===== src/rtl/stream_pkg.sv =====
// Shared types and helpers for the stream width converters.
package stream_pkg;

    typedef enum logic {
        LOAD = 1'b0,
        EMIT = 1'b1
    } state_t;

    // Beat counter must hold the value MAX itself, hence the extra bit.
    function automatic int cnt_width(input int max_beats);
        return $clog2(max_beats) + 1;
    endfunction

endpackage


===== src/rtl/rise_detect.sv =====
// Rising-edge detector: pulses for every bit that was low last cycle and is high now.
// Latency: combinational pulse against a one-cycle history register.
// Backpressure: none; samples every cycle.
module rise_detect #(
    parameter int data_width = 1
) (
    input  logic                  clk,
    input  logic                  reset,
    input  logic [data_width-1:0] din,
    output logic [data_width-1:0] pulse
);

    logic [data_width-1:0] prev;

    always_ff @(posedge clk or negedge reset) begin
        if (!reset) begin
            prev <= '0;
        end else begin
            prev <= din;
        end
    end

    assign pulse = din & ~prev;

endmodule


===== src/rtl/stream_downsizer.sv =====
// Splits each IN_WIDTH word into up to MAX OUT_WIDTH beats, beat 0 from the low bits.
// Latency: first beat one cycle after acceptance, then one beat per cycle.
// Backpressure: outputs hold while rdy_downward is low; next word accepted as the last beat leaves.
module stream_downsizer
    import stream_pkg::*;
#(
    parameter int IN_WIDTH  = 512,
    parameter int OUT_WIDTH = 32,
    localparam int MAX      = IN_WIDTH / OUT_WIDTH,
    localparam int CNT_W    = cnt_width(MAX)
) (
    input  logic                 clk,
    input  logic                 reset,
    input  logic                 ap_start,
    input  logic [IN_WIDTH-1:0]  din,
    input  logic [CNT_W-1:0]     nbeats_in,
    input  logic                 last_in,
    input  logic                 vld_in,
    output logic                 rdy_upward,
    output logic [OUT_WIDTH-1:0] dout,
    output logic                 last_out,
    output logic                 vld_out,
    input  logic                 rdy_downward,
    output logic                 busy
);

    if ((IN_WIDTH % OUT_WIDTH) != 0 || MAX < 2) begin : g_bad_params
        $error("stream_downsizer: IN_WIDTH must be a multiple of OUT_WIDTH with at least 2 beats");
    end

    localparam logic [CNT_W-1:0] MAX_C = CNT_W'(MAX);
    localparam logic [CNT_W-1:0] ONE_C = CNT_W'(1);

    state_t                state;
    state_t                state_nxt;
    logic [IN_WIDTH-1:0]   hold;
    logic [CNT_W-1:0]      remaining;
    logic                  hold_last;
    logic [CNT_W-1:0]      n_clamped;
    logic                  clr;
    logic                  acc;
    logic                  ofire;

    rise_detect #(
        .data_width(1)
    ) u_start_edge (
        .clk  (clk),
        .reset(reset),
        .din  (ap_start),
        .pulse(clr)
    );

    assign acc       = vld_in && rdy_upward;
    assign ofire     = vld_out && rdy_downward;
    // Zero and out-of-range counts both mean a full word.
    assign n_clamped = (nbeats_in == '0 || nbeats_in > MAX_C) ? MAX_C : nbeats_in;

    always_ff @(posedge clk or negedge reset) begin
        if (!reset) begin
            state <= LOAD;
        end else begin
            state <= state_nxt;
        end
    end

    always_comb begin
        state_nxt = state;
        if (clr) begin
            state_nxt = LOAD;
        end else if (acc) begin
            state_nxt = EMIT;
        end else if (ofire && remaining == ONE_C) begin
            state_nxt = LOAD;
        end
    end

    always_comb begin
        vld_out    = (state == EMIT);
        busy       = (state == EMIT);
        rdy_upward = (state == LOAD) || (remaining == ONE_C && rdy_downward);
        dout       = hold[OUT_WIDTH-1:0];
        last_out   = hold_last && (remaining == ONE_C);
    end

    // A start edge wins over any load or shift on the same cycle.
    always_ff @(posedge clk or negedge reset) begin
        if (!reset) begin
            hold      <= '0;
            remaining <= '0;
            hold_last <= 1'b0;
        end else if (clr) begin
            hold      <= '0;
            remaining <= '0;
            hold_last <= 1'b0;
        end else if (acc) begin
            hold      <= din;
            remaining <= n_clamped;
            hold_last <= last_in;
        end else if (ofire) begin
            hold      <= hold >> OUT_WIDTH;
            remaining <= remaining - ONE_C;
        end
    end

endmodule


===== config.mk =====
export PLATFORM = sky130hd
export DESIGN_NAME = stream_downsizer
export DESIGN_NICKNAME = d
export VERILOG_FILES = /design/src/rtl/stream_pkg.sv /design/src/rtl/rise_detect.sv /design/src/rtl/stream_downsizer.sv
export SDC_FILE = /design/constraint.sdc
export NUM_CORES = 1
export LEC_CHECK = 0
export CAP_MARGIN = 10
export CORE_MARGIN = 2
export CORE_UTILIZATION = 45
export DETAILED_ROUTE_END_ITERATION = 8
export GPL_ROUTABILITY_DRIVEN = 1
export PLACE_DENSITY = 0.77
export SYNTH_ARGS = -nofsm -noshare
export SYNTH_HDL_FRONTEND = slang
export SYNTH_SLANG_ARGS = --single-unit

===== constraint.sdc =====
create_clock -name clk -period 2.1 [get_ports clk]
set_clock_uncertainty 0.2 [all_clocks]
set_input_delay 0.21 -clock clk [delete_from_list [all_inputs] [get_ports clk]]
set_output_delay 0.21 -clock clk [all_outputs]
set_load 0.01 [all_outputs]

==> out/metrics.csv, run 1 <==
stage,metric,value,unit
sta,max frequency,421,MHz
worst_setup_path,combined buffer and inverter count along the critical path,6,
global_route,global routing usage on met1,0.419,
sta,min setup slack post-route,-0.276,ns
global_route,global routing met3 resource utilization,0.0588,
worst_setup_path,category of the worst setup path launch point,flip-flop,
placed_design,HPWL after detailed placement,60300,microns
global_route,met2 routing resource usage after global routing,0.556,
global_route,grt total ovfl,0,
cts,Clock Tree Root,sky130_fd_sc_hd__clkbuf_16,
route,routed via count divided by cell count,6.11,
worst_setup_path,cell with the biggest individual delay on the critical path,sky130_fd_sc_hd__dfrtp_1,
sta,final count of negative-setup-slack endpoints,514,
worst_setup_path,Worst Path Required,2.40,ns
final_layout,signed area change from the synthesized netlist to the final layout,55.6,%
route,vias after detailed routing,23000,
logic_synthesis,ranking of synthesized cells by area,"sky130_fd_sc_hd__dfrtp_1 57%, sky130_fd_sc_hd__o221ai_1 18%, sky130_fd_sc_hd__nor2_1 16%, sky130_fd_sc_hd__buf_2 2.2%, sky130_fd_sc_hd__clkbuf_1 1.6%",
power,power per cell area,929,mW/mm^2
status,result of the run,finished with violations,
worst_setup_path,type of element capturing the critical path,flip-flop,
logic_synthesis,Synth Flop Type,sky130_fd_sc_hd__dfrtp_1,
sta,Max-Slew Margin vs Limit,0.724,
sta,worst hold-check slack,0.0160,ns
die,ports placed on the boundary,559,
route,number of search-and-repair iterations in the first detailed-routing pass,7,
worst_setup_path,worst-path fanout max,7,
power,P_leak,14.6,nW
cts,largest buffer count on any clock path,3,
logic_synthesis,library cell with the highest instance count after synthesis,sky130_fd_sc_hd__nor2_1,
sta,Final min period,2.38,ns
worst_setup_path,series of cell instances along the critical path,inv_2 -> ha_4 -> nor4b_4 -> buf_4 -> buf_6 -> a31oi_4 -> buf_12 -> buf_16 -> clkbuf_16 -> nor2_4 -> nor2_1,
route,Detailed Route Iter0 Violations,2826,
status,violated checks,negative setup slack,
logic_synthesis,synthesized instance count,2300,
logic_synthesis,top cells by instance count after synthesis,"964 x sky130_fd_sc_hd__nor2_1, 520 x sky130_fd_sc_hd__dfrtp_1, 480 x sky130_fd_sc_hd__o221ai_1, 100 x sky130_fd_sc_hd__clkbuf_1, 98 x sky130_fd_sc_hd__buf_2",
worst_setup_path,delay of the slowest cell on the worst path,0.39,ns
logic_synthesis,fraction of the yosys area taken by sequential cells,0.572,
die,y dimension of the die,229,microns
worst_setup_path,"delay-heaviest family, CP",buffers and inverters,
worst_hold_path,HP Class,in2reg,
global_route,number of antenna violations at the first check in global routing,9,
logic_synthesis,net count of the mapped netlist,2826,
route,average wire per standard cell,24.8,microns
logic_synthesis,register bit total from synthesis,520,
logic_synthesis,distinct cell type count of the synthesized netlist,34,
die,starting density of the core,0.455,
worst_setup_path,WS Path Type,reg2reg,
worst_setup_path,worst reg2reg setup slack,-0.28,ns
sta,max-slew violation count,0,
sta,unrepaired setup endpoints after global routing,yes,
route,Routed Wire Length,93400,microns
die,die outline width,229,microns
global_route,wire length of the first global-routing pass,134000,microns
die,number of rows in the core area,82,
cts,"CTS clk-pin slew, worst paths",0.06,ns
global_route,combined global-route utilization of all metal layers,0.330,
power,worst voltage drop across the vdd grid,0.000730,V
global_route,vias in the first global route,22700,
run,Max Cap Viol,0,
cts,total number of H-tree levels,2,
final_layout,final instance area,0.0354,sq mm
placed_design,count of buffers inserted at the top-level ports,558,
die,area of the core,0.0501,sq mm
logic_synthesis,number of warnings printed during yosys synthesis,0,
logic_synthesis,proportion of register bits with asynchronous set or reset after synthesis,1.00,
cts,worst skew pair latency,0.61,ns
final_layout,number of non-filler instances in the completed layout,3770,
logic_synthesis,post-synth top area share,0.572,
global_route,most utilized layer in the global route result,met2,
logic_synthesis,cell taking the most area after synthesis,sky130_fd_sc_hd__dfrtp_1,
cts,cts bufs inserted,53,
final_layout,Layout Nets,3578,
logic_synthesis,number of enable-type register cells in the synthesized netlist,0,
cts,clock tree from TritonCTS,built,
sta,final-layout setup total negative slack,-55.95,ns
sta,measured slew at the worst slew-check pin,0.414,ns
die,full die area,0.0524,sq mm
route,number of DRC violations after detailed routing,0,
logic_synthesis,mean post-synth cell area,9.89,sq um
placed_design,Post-DP Area,0.0298,sq mm
final_layout,proportion of layout cells with a drive suffix above 1,0.153,
cts,CTS sink count,520,
sta,"Hold Violations, Final",0,
worst_setup_path,crit path DAT,2.68,ns
logic_synthesis,post-synthesis instance area,0.0228,sq mm
route,Detail Route Antenna Nets,0,
placed_design,placed cells,3428,
placed_design,final weighted congestion of routability-driven global placement,0.929,
global_route,maximum number of pins on one net before global-route repair,90,
sta,final cycle utilization of the critical path,1.13,
timing repair:
| action | 4_1_cts | 5_1_grt |
|---|---|---|
| gates resized for setup | 133 | 200 |
| buffers inserted | 12 | 3 |
| hold buffers | 205 | 1 |
| hold endpoints to repair | 723 | 1 |
| endpoints found under the setup margin | 475 | 521 |
| pin swaps | 6 | 7 |
| cloned | 4 | 17 |
worst register-to-register path: stages (launching register included):
cell and delay [ns]:
sky130_fd_sc_hd__dfrtp_1 0.39, sky130_fd_sc_hd__inv_2 0.07, sky130_fd_sc_hd__ha_4 0.15, sky130_fd_sc_hd__nor4b_4 0.12, sky130_fd_sc_hd__buf_4 0.15, sky130_fd_sc_hd__buf_6 0.12
sky130_fd_sc_hd__a31oi_4 0.25, sky130_fd_sc_hd__buf_12 0.20, sky130_fd_sc_hd__buf_16 0.19, sky130_fd_sc_hd__clkbuf_16 0.21, sky130_fd_sc_hd__nor2_4 0.04, sky130_fd_sc_hd__nor2_1 0.18
stage by stage:
| step | utilization | power, mW | worst slack, ns |
|---|---|---|---|
| 3_3_place_gp | 0.595 | 21.2 | -0.169 |
| 6_report | 0.707 | 32.9 | -0.276 |
| 4_1_cts | 0.683 | 31.9 | -0.134 |
| 3_5_place_dp | 0.595 | 21.5 | -0.180 |
| 5_1_grt | 0.707 | 34.1 | -0.337 |
| 2_1_floorplan | - | 17.6 | 0.0749 |
kinds of logic (layout without fill, tap and decap cells):
logic type / Yosys count / after routing / share of synthesized area
DFF: 520 / 520 / 0.572
other: 0 / 8 / 0
buffers and inverters: 262 / 1052 / 0.0576
AOI/OAI and AO/OA: 533 / 533 / 0.205
adders and majority gates: 3 / 3 / 0.00165
and+or+nand+nor: 982 / 982 / 0.164
final timing paths:
kind | from | to | cells past startpoint
max in group asynchronous | reset | hold[324] | 3
min in group asynchronous | reset | hold[168] | 3
worst max-delay path | remaining[1] | hold[27] | 11
worst min-delay path | din[261] | hold[261] | 3
worst max register to register | remaining[1] | hold[27] | 11
worst min register to register | hold[494] | hold[494] | 1
cells in the final DEF, fill, tap and decap left out, types with 2 or more instances in the layout:
| master | Yosys | layout |
|---|---|---|
| sky130_fd_sc_hd__nor2_2 | 0 | 100 |
| sky130_fd_sc_hd__o221ai_1 | 480 | 479 |
| sky130_fd_sc_hd__a22o_1 | 32 | 32 |
| sky130_fd_sc_hd__buf_4 | 34 | 89 |
| sky130_fd_sc_hd__ha_1 | 3 | 2 |
| sky130_fd_sc_hd__nand2_1 | 5 | 4 |
| sky130_fd_sc_hd__buf_8 | 0 | 7 |
| sky130_fd_sc_hd__bufinv_16 | 0 | 4 |
| sky130_fd_sc_hd__nor2b_1 | 2 | 2 |
| sky130_fd_sc_hd__clkinv_2 | 0 | 7 |
| sky130_fd_sc_hd__a221o_1 | 2 | 2 |
| sky130_fd_sc_hd__a21oi_1 | 5 | 5 |
| sky130_fd_sc_hd__buf_12 | 0 | 57 |
| sky130_fd_sc_hd__nand3_1 | 2 | 2 |
| sky130_fd_sc_hd__clkbuf_1 | 100 | 9 |
| sky130_fd_sc_hd__clkbuf_8 | 0 | 13 |
| sky130_fd_sc_hd__buf_16 | 0 | 12 |
| sky130_fd_sc_hd__nor2_1 | 964 | 783 |
| sky130_fd_sc_hd__clkinvlp_4 | 0 | 4 |
| sky130_fd_sc_hd__nor2_4 | 0 | 81 |
| sky130_fd_sc_hd__inv_1 | 6 | 5 |
| sky130_fd_sc_hd__o21ai_0 | 5 | 5 |
| sky130_fd_sc_hd__buf_6 | 10 | 12 |
| sky130_fd_sc_hd__dlygate4sd3_1 | 0 | 205 |
| sky130_fd_sc_hd__dfrtp_1 | 520 | 520 |
| sky130_fd_sc_hd__clkbuf_16 | 0 | 70 |
| sky130_fd_sc_hd__o311a_1 | 2 | 2 |
| sky130_fd_sc_hd__clkdlybuf4s50_1 | 0 | 555 |
| sky130_fd_sc_hd__diode_2 | 0 | 8 |
| sky130_fd_sc_hd__a2111oi_2 | 1 | 2 |
sequential cells by signal (all words and copies together), names as in the netlist:
| register | flops |
|---|---|
| remaining | 5 |
| u_start_edge.prev | 1 |
| hold | 512 |
| busy | 1 |
| hold_last | 1 |
layer usage:
metal	wire (microns)	share of wire
met5	22	0.00024
met1	34400	0.37
met2	45800	0.49
met4	4710	0.050
met3	8490	0.091
power breakdown:
part | internal [mW] | switching, mW | leakage [nW]
sequential | 12.3 | 2.00 | 6.33
combinational | 4.45 | 4.36 | 7.44
clock | 5.71 | 4.05 | 0.871
layout make-up:
cell class / instances / area (sq um)
antenna: 8 / 20.0
inverter: 6 / 22.5
tap: 672 / 841
clock inverter: 16 / 194
sequential: 520 / 13000
timing repair buffer: 953 / 10400
multi-input combinational: 1518 / 9360
fill: 3389 / 14700
clock buffer: 77 / 1590
No activity file was read; power rests on OpenSTA's default activity.
==> run 2: changes to the inputs <==
--- a/config.mk
+++ b/config.mk
@@ -11,6 +11,7 @@
 export DETAILED_ROUTE_END_ITERATION = 8
 export GPL_ROUTABILITY_DRIVEN = 1
 export PLACE_DENSITY = 0.77
+export SLEW_MARGIN = 20
 export SYNTH_ARGS = -nofsm -noshare
 export SYNTH_HDL_FRONTEND = slang
 export SYNTH_SLANG_ARGS = --single-unit
==> results of run 2 <==
The final DEF is identical to that of run 1; final timing and power are the same.
